### src/rtl/ovl_one_cold_sched_pkg.sv
`default_nettype none
// ============================================================================
// Module      : ovl_sched_pkg
// Description : Shared types and helpers for the one-cold scheduler slice.
//               Holds the scheduler state encoding, the INACTIVE encodings
//               and the one-cold legality check used on the granted vector.
// Revision    : 1.0 - initial release
// ============================================================================
package ovl_sched_pkg;

    // Scheduler state: IDLE holds no verdict, HOLD presents one on rsp_*.
    typedef enum logic [0:0] {
        IDLE = 1'b0,
        HOLD = 1'b1
    } sched_state_e;

    // Extra legal value selected by the INACTIVE parameter.
    localparam int OVL_INACT_NONE  = 0;
    localparam int OVL_INACT_ZEROS = 1;
    localparam int OVL_INACT_ONES  = 2;

    // Widest vector the legality helper accepts.
    localparam int OVL_MAX_W = 64;

    // Legal when exactly one of the low 'width' bits is 0, or when the vector
    // equals the extra value that 'inactive' allows. Bits at or above 'width'
    // are ignored, so callers may zero-extend freely.
    function automatic logic onecold_ok(
        input logic [OVL_MAX_W-1:0] vec,
        input int                   inactive,
        input int                   width = OVL_MAX_W
    );
        int zeros;
        zeros = 0;
        for (int i = 0; i < OVL_MAX_W; i++) begin
            if ((i < width) && !vec[i]) begin
                zeros++;
            end
        end
        return (zeros == 1)
            || ((inactive == OVL_INACT_ZEROS) && (zeros == width))
            || ((inactive == OVL_INACT_ONES)  && (zeros == 0));
    endfunction

endpackage
`default_nettype wire

### src/rtl/ovl_one_cold_sched_if.sv
`default_nettype none
// ============================================================================
// Module      : ovl_one_cold_sched_if
// Description : Requester/verdict handshake bundle of the one-cold scheduler.
//               master : stimulus side (drives req_valid/req_expr/rsp_ready)
//               slave  : scheduler side (drives req_ready and rsp_*)
//               req_expr carries requester i at bits [i*WIDTH +: WIDTH].
// Revision    : 1.0 - initial release
// ============================================================================
interface ovl_one_cold_sched_if #(
    parameter int NUM_REQ = 4,
    parameter int WIDTH   = 4
);
    localparam int c_ID_W = $clog2(NUM_REQ);

    logic [NUM_REQ-1:0]       req_valid;
    logic [NUM_REQ-1:0]       req_ready;
    logic [NUM_REQ*WIDTH-1:0] req_expr;
    logic                     rsp_valid;
    logic                     rsp_ready;
    logic [c_ID_W-1:0]        rsp_id;
    logic                     rsp_fire;
    logic                     rsp_xz;

    modport master (
        output req_valid, req_expr, rsp_ready,
        input  req_ready, rsp_valid, rsp_id, rsp_fire, rsp_xz
    );

    modport slave (
        input  req_valid, req_expr, rsp_ready,
        output req_ready, rsp_valid, rsp_id, rsp_fire, rsp_xz
    );
endinterface
`default_nettype wire

### src/rtl/ovl_one_cold_sched_rr_arbiter.sv
`default_nettype none
// ============================================================================
// Module      : ovl_rr_arbiter
// Description : Round-robin arbiter. Combinational one-hot grant searching
//               from last_grant+1 with wrap-around; last_grant advances only
//               when the grant is actually taken (advance=1).
// Ports       : clk, rst        - clock, synchronous active-high reset
//               req             - request vector
//               advance         - grant is consumed this cycle
//               grant/grant_id  - one-hot winner and its index
//               grant_any       - some request is pending
// Revision    : 1.0 - initial release
// ============================================================================
module ovl_rr_arbiter #(
    parameter int NUM_REQ = 4
) (
    input  wire logic                       clk,
    input  wire logic                       rst,
    input  wire logic [NUM_REQ-1:0]         req,
    input  wire logic                       advance,
    output logic      [NUM_REQ-1:0]         grant,
    output logic      [$clog2(NUM_REQ)-1:0] grant_id,
    output logic                            grant_any
);
    localparam int                c_ID_W     = $clog2(NUM_REQ);
    localparam logic [c_ID_W-1:0] c_LAST_RST = c_ID_W'(NUM_REQ - 1);

    logic [c_ID_W-1:0] r_last;
    logic [c_ID_W-1:0] w_hi_id;
    logic [c_ID_W-1:0] w_lo_id;
    logic              w_hi_found;
    logic              w_lo_found;

    // Two priority passes avoid a variable modulo: the first finds the lowest
    // requester above r_last, the second the lowest overall (the wrap case).
    always_comb begin
        w_hi_found = 1'b0;
        w_lo_found = 1'b0;
        w_hi_id    = '0;
        w_lo_id    = '0;
        for (int i = 0; i < NUM_REQ; i++) begin
            if (req[i] && !w_hi_found && (c_ID_W'(i) > r_last)) begin
                w_hi_found = 1'b1;
                w_hi_id    = c_ID_W'(i);
            end
            if (req[i] && !w_lo_found) begin
                w_lo_found = 1'b1;
                w_lo_id    = c_ID_W'(i);
            end
        end
    end

    always_comb begin
        grant_any = w_hi_found | w_lo_found;
        grant_id  = w_hi_found ? w_hi_id : w_lo_id;
        grant     = '0;
        for (int i = 0; i < NUM_REQ; i++) begin
            grant[i] = grant_any && (grant_id == c_ID_W'(i));
        end
    end

    always_ff @(posedge clk) begin
        if (rst) begin
            r_last <= c_LAST_RST;
        end else if (advance && grant_any) begin
            r_last <= grant_id;
        end
    end

endmodule
`default_nettype wire

### src/rtl/ovl_one_cold_sched.sv
`default_nettype none
// ============================================================================
// Module      : ovl_one_cold_sched
// Description : Shares one registered one-cold checker among NUM_REQ
//               requesters. One requester is granted per cycle (round-robin),
//               its verdict appears on rsp_* the next cycle tagged with the
//               requester id. Accepted failing verdicts bump a saturating
//               error counter and a per-requester sticky flag.
// Ports       : clk, rst      - clock, synchronous active-high reset
//               enable        - allows new grants (held verdict still drains)
//               bus (slave)   - req_valid/req_ready/req_expr, rsp_* handshake
//               clr_sticky    - clears err_cnt and fire_sticky (wins over set)
//               err_cnt       - saturating count of accepted failing verdicts
//               fire_sticky   - per-requester sticky fail flag
// Config      : OVL_XCHECK_EN - when defined, X/Z in the granted vector
//               raises rsp_xz and rsp_fire; otherwise rsp_xz is tied low.
// Revision    : 1.0 - initial release
// ============================================================================
module ovl_one_cold_sched
    import ovl_sched_pkg::*;
#(
    parameter int NUM_REQ  = 4,
    parameter int WIDTH    = 4,
    parameter int INACTIVE = 0,
    parameter int CNT_W    = 8
) (
    input  wire logic                clk,
    input  wire logic                rst,
    input  wire logic                enable,
    ovl_one_cold_sched_if.slave      bus,
    input  wire logic                clr_sticky,
    output logic      [CNT_W-1:0]    err_cnt,
    output logic      [NUM_REQ-1:0]  fire_sticky
);
    localparam int c_ID_W = $clog2(NUM_REQ);

    sched_state_e        r_state;
    logic                r_rsp_valid;
    logic [c_ID_W-1:0]   r_rsp_id;
    logic                r_rsp_fire;
    logic                r_rsp_xz;
    logic [CNT_W-1:0]    r_err_cnt;
    logic [NUM_REQ-1:0]  r_sticky;

    logic                w_can_grant;
    logic                w_take;
    logic                w_accept;
    logic [NUM_REQ-1:0]  w_grant;
    logic [c_ID_W-1:0]   w_gid;
    logic                w_any;
    logic [WIDTH-1:0]    w_vec;
    logic [OVL_MAX_W-1:0] w_vec_ext;
    logic                w_ok;
    logic                w_xz;
    logic                w_fire;

    // A new grant may replace the held verdict in the same cycle it is
    // accepted, which keeps one verdict per cycle under rsp_ready=1.
    assign w_can_grant = enable && !rst && ((r_state == IDLE) || bus.rsp_ready);
    assign w_take      = w_can_grant && w_any;
    assign w_accept    = r_rsp_valid && bus.rsp_ready;

    ovl_rr_arbiter #(
        .NUM_REQ (NUM_REQ)
    ) u_arb (
        .clk       (clk),
        .rst       (rst),
        .req       (bus.req_valid),
        .advance   (w_can_grant),
        .grant     (w_grant),
        .grant_id  (w_gid),
        .grant_any (w_any)
    );

    assign bus.req_ready = w_can_grant ? w_grant : '0;

    // Select the winner's vector from the flat bus.
    always_comb begin
        w_vec = '0;
        for (int i = 0; i < NUM_REQ; i++) begin
            if (w_grant[i]) begin
                w_vec = bus.req_expr[i*WIDTH +: WIDTH];
            end
        end
    end

    always_comb begin
        w_vec_ext           = '0;
        w_vec_ext[WIDTH-1:0] = w_vec;
        w_ok                = onecold_ok(w_vec_ext, INACTIVE, WIDTH);
`ifdef OVL_XCHECK_EN
        w_xz                = ((^w_vec) === 1'bx);
`else
        w_xz                = 1'b0;
`endif
        w_fire              = !w_ok || w_xz;
    end

    always_ff @(posedge clk) begin
        if (rst) begin
            r_state     <= IDLE;
            r_rsp_valid <= 1'b0;
            r_rsp_id    <= '0;
            r_rsp_fire  <= 1'b0;
            r_rsp_xz    <= 1'b0;
            r_err_cnt   <= '0;
            r_sticky    <= '0;
        end else begin
            case (r_state)
                IDLE: begin
                    if (w_take) begin
                        r_state     <= HOLD;
                        r_rsp_valid <= 1'b1;
                        r_rsp_id    <= w_gid;
                        r_rsp_fire  <= w_fire;
                        r_rsp_xz    <= w_xz;
                    end
                end
                HOLD: begin
                    if (w_take) begin
                        r_rsp_id    <= w_gid;
                        r_rsp_fire  <= w_fire;
                        r_rsp_xz    <= w_xz;
                    end else if (bus.rsp_ready) begin
                        r_state     <= IDLE;
                        r_rsp_valid <= 1'b0;
                    end
                end
                default: begin
                    r_state     <= IDLE;
                    r_rsp_valid <= 1'b0;
                end
            endcase

            if (clr_sticky) begin
                r_err_cnt <= '0;
                r_sticky  <= '0;
            end else if (w_accept && r_rsp_fire) begin
                if (r_err_cnt != {CNT_W{1'b1}}) begin
                    r_err_cnt <= r_err_cnt + 1'b1;
                end
                r_sticky[r_rsp_id] <= 1'b1;
            end
        end
    end

    assign bus.rsp_valid = r_rsp_valid;
    assign bus.rsp_id    = r_rsp_id;
    assign bus.rsp_fire  = r_rsp_fire;
    assign bus.rsp_xz    = r_rsp_xz;
    assign err_cnt       = r_err_cnt;
    assign fire_sticky   = r_sticky;

endmodule
`default_nettype wire

### src/flat_wrapper.sv
// flat-port wrapper written by rule: the top's interface ports become plain ports
module ovl_one_cold_sched_flat import ovl_sched_pkg::*;
#(
    parameter int NUM_REQ  = 4,
    parameter int WIDTH    = 4,
    parameter int INACTIVE = 0,
    parameter int CNT_W    = 8
)
  (clk, rst, enable, clr_sticky, err_cnt, fire_sticky, bus_req_valid, bus_req_expr, bus_rsp_ready, bus_req_ready, bus_rsp_valid, bus_rsp_id, bus_rsp_fire, bus_rsp_xz);
  ovl_one_cold_sched_if #(.NUM_REQ(NUM_REQ), .WIDTH(WIDTH)) bus_i ();
  input  wire logic clk;
  input  wire logic rst;
  input  wire logic enable;
  input  wire logic clr_sticky;
  output logic      [CNT_W-1:0] err_cnt;
  output logic      [NUM_REQ-1:0] fire_sticky;
  input wire logic [$bits(bus_i.req_valid)-1:0] bus_req_valid;
  input wire logic [$bits(bus_i.req_expr)-1:0] bus_req_expr;
  input wire logic [$bits(bus_i.rsp_ready)-1:0] bus_rsp_ready;
  output wire logic [$bits(bus_i.req_ready)-1:0] bus_req_ready;
  output wire logic [$bits(bus_i.rsp_valid)-1:0] bus_rsp_valid;
  output wire logic [$bits(bus_i.rsp_id)-1:0] bus_rsp_id;
  output wire logic [$bits(bus_i.rsp_fire)-1:0] bus_rsp_fire;
  output wire logic [$bits(bus_i.rsp_xz)-1:0] bus_rsp_xz;
  assign bus_i.req_valid = bus_req_valid;
  assign bus_i.req_expr = bus_req_expr;
  assign bus_i.rsp_ready = bus_rsp_ready;
  assign bus_req_ready = bus_i.req_ready;
  assign bus_rsp_valid = bus_i.rsp_valid;
  assign bus_rsp_id = bus_i.rsp_id;
  assign bus_rsp_fire = bus_i.rsp_fire;
  assign bus_rsp_xz = bus_i.rsp_xz;
  ovl_one_cold_sched #(.NUM_REQ(NUM_REQ), .WIDTH(WIDTH), .INACTIVE(INACTIVE), .CNT_W(CNT_W)) u_core (.clk(clk), .rst(rst), .enable(enable), .bus(bus_i), .clr_sticky(clr_sticky), .err_cnt(err_cnt), .fire_sticky(fire_sticky));
endmodule
### config.mk
export PLATFORM = sky130hd
export DESIGN_NAME = ovl_one_cold_sched_flat
export DESIGN_NICKNAME = d
export VERILOG_FILES = /design/src/rtl/ovl_one_cold_sched_pkg.sv /design/src/rtl/ovl_one_cold_sched_if.sv /design/src/rtl/ovl_one_cold_sched_rr_arbiter.sv /design/src/rtl/ovl_one_cold_sched.sv /design/src/flat_wrapper.sv
export SDC_FILE = /design/constraint.sdc
export NUM_CORES = 1
export LEC_CHECK = 0
export ABC_AREA = 1
export ABC_CLOCK_PERIOD_IN_PS = 3000
export CAP_MARGIN = 20
export CELL_PAD_IN_SITES_DETAIL_PLACEMENT = 0
export CELL_PAD_IN_SITES_GLOBAL_PLACEMENT = 2
export CORE_MARGIN = 1.5
export CORE_UTILIZATION = 23
export CTS_CLUSTER_DIAMETER = 100
export CTS_CLUSTER_SIZE = 12
export DETAILED_ROUTE_END_ITERATION = 10
export PLACE_DENSITY = 0.88
export SYNTH_ARGS = -nofsm -noshare
export SYNTH_HDL_FRONTEND = slang
export SYNTH_SLANG_ARGS = --single-unit
### constraint.sdc
create_clock -name clk -period 3 [get_ports clk]
set_input_delay 0.6 -clock clk [delete_from_list [all_inputs] [get_ports clk]]
set_output_delay 0.6 -clock clk [all_outputs]
set_load 0.05 [all_outputs]
==> results.json <==
{
  "status": "complete, no violations",
  "drt-initial-drc-count": 52,
  "synthCells": 196,
  "hold_path.class": "reg -> reg",
  "yosysWarnings": 0,
  "vdd_ir_drop_max_mv": 0.151,
  "fp.dieW_um": 77.6,
  "routedWlPerCell_um": 9.75,
  "cts_tree": "done",
  "path_class": "in -> reg",
  "nets": 296,
  "r2r_slack_ps": 280,
  "grt_overflow_total": 0,
  "finClkSkew_ps": 2.41,
  "layout_commonest_cell": "nand2_1",
  "crit_family": "compound AO/OA/AOI/OAI gates",
  "fin_tns_setup_ps": 0,
  "dieArea_mm2": 0.00602,
  "cts_buffer_depth": 2,
  "ios": 46,
  "numPlacedInstances": 326,
  "areaGrowthSynthToFinish_pct": 63.7,
  "slowest_delay_ps": 280,
  "ff2ff_path_depth": 20,
  "htreeDepth": 1,
  "drive_gt1_share_pct": 25.9,
  "start_util_pct": 24.4,
  "grt_setup_unrepaired": "false",
  "crit_end": "u_core.bus.rsp_fire",
  "clk_latency_ps": 250,
  "gp_congestion": 0.796,
  "hpwlAfterDp_um": 2660,
  "mostFrequentLayoutCells": "42 x nand2_1, 36 x clkdlybuf4s50_1, 29 x inv_1",
  "clk_pin_slew_ps": 70,
  "rr_startpoint": "u_core.u_arb.r_last[1]",
  "antenna_found_initial": 0,
  "drt_wl_total_um": 3280,
  "tightest_slew_ps": 505,
  "numCtsBuffers": 3,
  "end_kind": "flip-flop",
  "cp_data_required_time_ps": 3150,
  "arrival_ps": 2930,
  "fin_crit_ps": 2780,
  "wl_met2_um": 1530,
  "synth_nets": 225,
  "coreArea_mm2": 0.00524,
  "highest_layer": "met4",
  "finalSetupViolations": 0,
  "crit_buf_inv": 6,
  "cp_max_fo": 4,
  "die_y_um": 77.6,
  "pre_cts_ws_ps": -433,
  "cts.sinks": 19,
  "antenna_left": 0,
  "grtUsageTotal_pct": 11.0,
  "numPortBuffers": 44,
  "grt_pass1_wl_um": 5480,
  "synth_seq_cells": 19,
  "p_per_area_mw_per_mm2": 415,
  "wl_met3_um": 161,
  "instances_no_fill": 336,
  "post-route-drc-count": 0,
  "p_leak_nw": 0.928,
  "synth_area_per_cell_um2": 6.53,
  "period_share_pct": 92.8,
  "timing.slew.headroom_pct": 66.3,
  "antennaDiodeCount": 0,
  "setup_ws_ps": 217,
  "crit_path_top_delay_cell": "ha_2",
  "yosys.cell_types.count": 27,
  "row_count": 26,
  "ctsRootBufferMaster": "clkbuf_8",
  "r2r-end": "u_core.bus.rsp_fire",
  "drt-met1-wl_um": 1560,
  "finalMaxSlewViolations": 0,
  "cp.depth": 20,
  "critPathLaunch": "bus_req_valid[3]",
  "seq_area_frac_synth_pct": 29.7,
  "syn_area_mm2": 0.00128,
  "holdBufCountCts": 0,
  "crit_top_cell": "a21oi_2",
  "first_pass_iters": 4,
  "fmax_mhz": 359,
  "viasPerCell": 4.11,
  "grt_pass1_vias": 1307,
  "crit_chain": "clkdlybuf4s15_1 > inv_2 > a21oi_2 > a21oi_2 > nand2_4 > buf_4 > nand2_4 > inv_1 > nand2_1 > nand3_1 > a21oi_2 > buf_4 > inv_1 > ha_1 > o21ai_2 > ha_2 > nor2_1 > nand2_1 > o21ai_2 > a21oi_2",
  "cp-start-kind": "primary input",
  "grt_max_degree": 11,
  "maxCapViolations": 0,
  "num_vias": 1381,
  "hold_viol": 0
}
[kinds of logic after synthesis]
group	after synthesis	synth area share (%)
buffers and inverters	36	10.9
AOI/OAI and AO/OA	37	17.3
adders and majority gates	4	3.91
DFF	19	29.7
other	1	0.293
and+or+nand+nor	99	37.9
[where the power goes]
part	internal (mW)	switching, mW
registers	0.263	0.0123
clock network	0.0942	0.0806
logic	0.201	0.220
total	0.558	0.313
[area by class of cell]
type	instances	area, µm²
sequential	19	380
multi-input combinational	141	806
inverter	35	131
clock buffer	4	45.0
tap	70	87.6
fill	550	3140
timing repair buffer	67	646
[synthesized netlist by cell type]
cell     number  area (µm²)
nor4_1        2        12.5
nor2_2        3        18.8
a21oi_1      12        60.1
nand2_1      43         161
a22o_1        1        8.76
nor2_4        3        33.8
inv_2         2        7.51
nand3_2       4        40.0
nand2_2       2        12.5
ha_1          4        50.1
conb_1        1        3.75
o21a_1        2        15.0
nand2_4       2        22.5
o21ai_2       2        17.5
a21oi_2       3        26.3
o31ai_1       1        7.51
nor2_1       27         101
dfxtp_1      19         380
o21ai_1       1        5.00
a31oi_1       5        31.3
nor3_1        1        5.00
o21ai_0      10        50.1
nand3_1      10        50.1
or2_0         1        6.26
nand4_4       1        21.3
inv_1        33         124
buf_4         1        7.51
[sequential cells by signal, summed over array words and instances, names as in the netlist]
| signal | flops |
|---|---|
| u_core.bus.rsp_fire | 1 |
| u_core.bus.rsp_valid | 1 |
| u_core.r_state | 1 |
| u_core.bus.rsp_id | 2 |
| u_core.err_cnt | 8 |
| u_core.u_arb.r_last | 2 |
| u_core.fire_sticky | 4 |
[repair_timing]
item                                   4_1_cts  5_1_grt
pin swaps                                    1        7
endpoints found under the hold margin        0        0
cloned                                       0        0
setup buffers                                1        5
setup endpoints to repair                    1        1
gates resized for setup                      7       17
[per-stage QoR]
| stage | hold WS, ps | utilization (%) | area, µm² | power, mW |
|---|---|---|---|---|
| floorplan | 437 | - | 1280 | 0.513 |
| global placement | 455 | 37.6 | 1970 | 0.658 |
| detailed placement | 460 | 37.6 | 1970 | 0.656 |
| CTS | 475 | 38.7 | 2030 | 0.840 |
| global route | 497 | 40.0 | 2100 | 0.940 |
| finish | 474 | 40.0 | 2100 | 0.871 |
[worst min path at each step]
stage / cells after the start / end / slack, ps / from
after floorplan: 1 / u_core.bus.rsp_valid / 440 / u_core.r_state
after global placement: 1 / u_core.err_cnt[4] / 450 / u_core.err_cnt[4]
after detailed placement: 2 / u_core.fire_sticky[3] / 460 / u_core.fire_sticky[3]
after CTS: 1 / u_core.bus.rsp_valid / 480 / u_core.r_state
after global routing: 2 / u_core.fire_sticky[3] / 500 / u_core.fire_sticky[3]
final: 1 / u_core.bus.rsp_valid / 470 / u_core.r_state
[worst reg2reg max path: stages, from the launching register on]
cell	delay, ps
dfxtp_1	480
inv_2	60
nand2_2	100
nor2_1	60
a21oi_2	150
nand2_4	90
buf_4	150
nand2_4	60
inv_1	50
nand2_1	50
nand3_1	100
a21oi_2	200
buf_4	140
inv_1	30
ha_1	190
o21ai_2	140
ha_2	280
nor2_1	100
nand2_1	70
o21ai_2	60
a21oi_2	60
[layer usage]
layer	global-route usage (%)	vias to the layer above
met5	0	-
met4	3.82	0
met3	1.53	2
met2	19.0	36
met1	13.8	582
li1	-	761
Note: power is estimated with default switching activity, not from simulation.
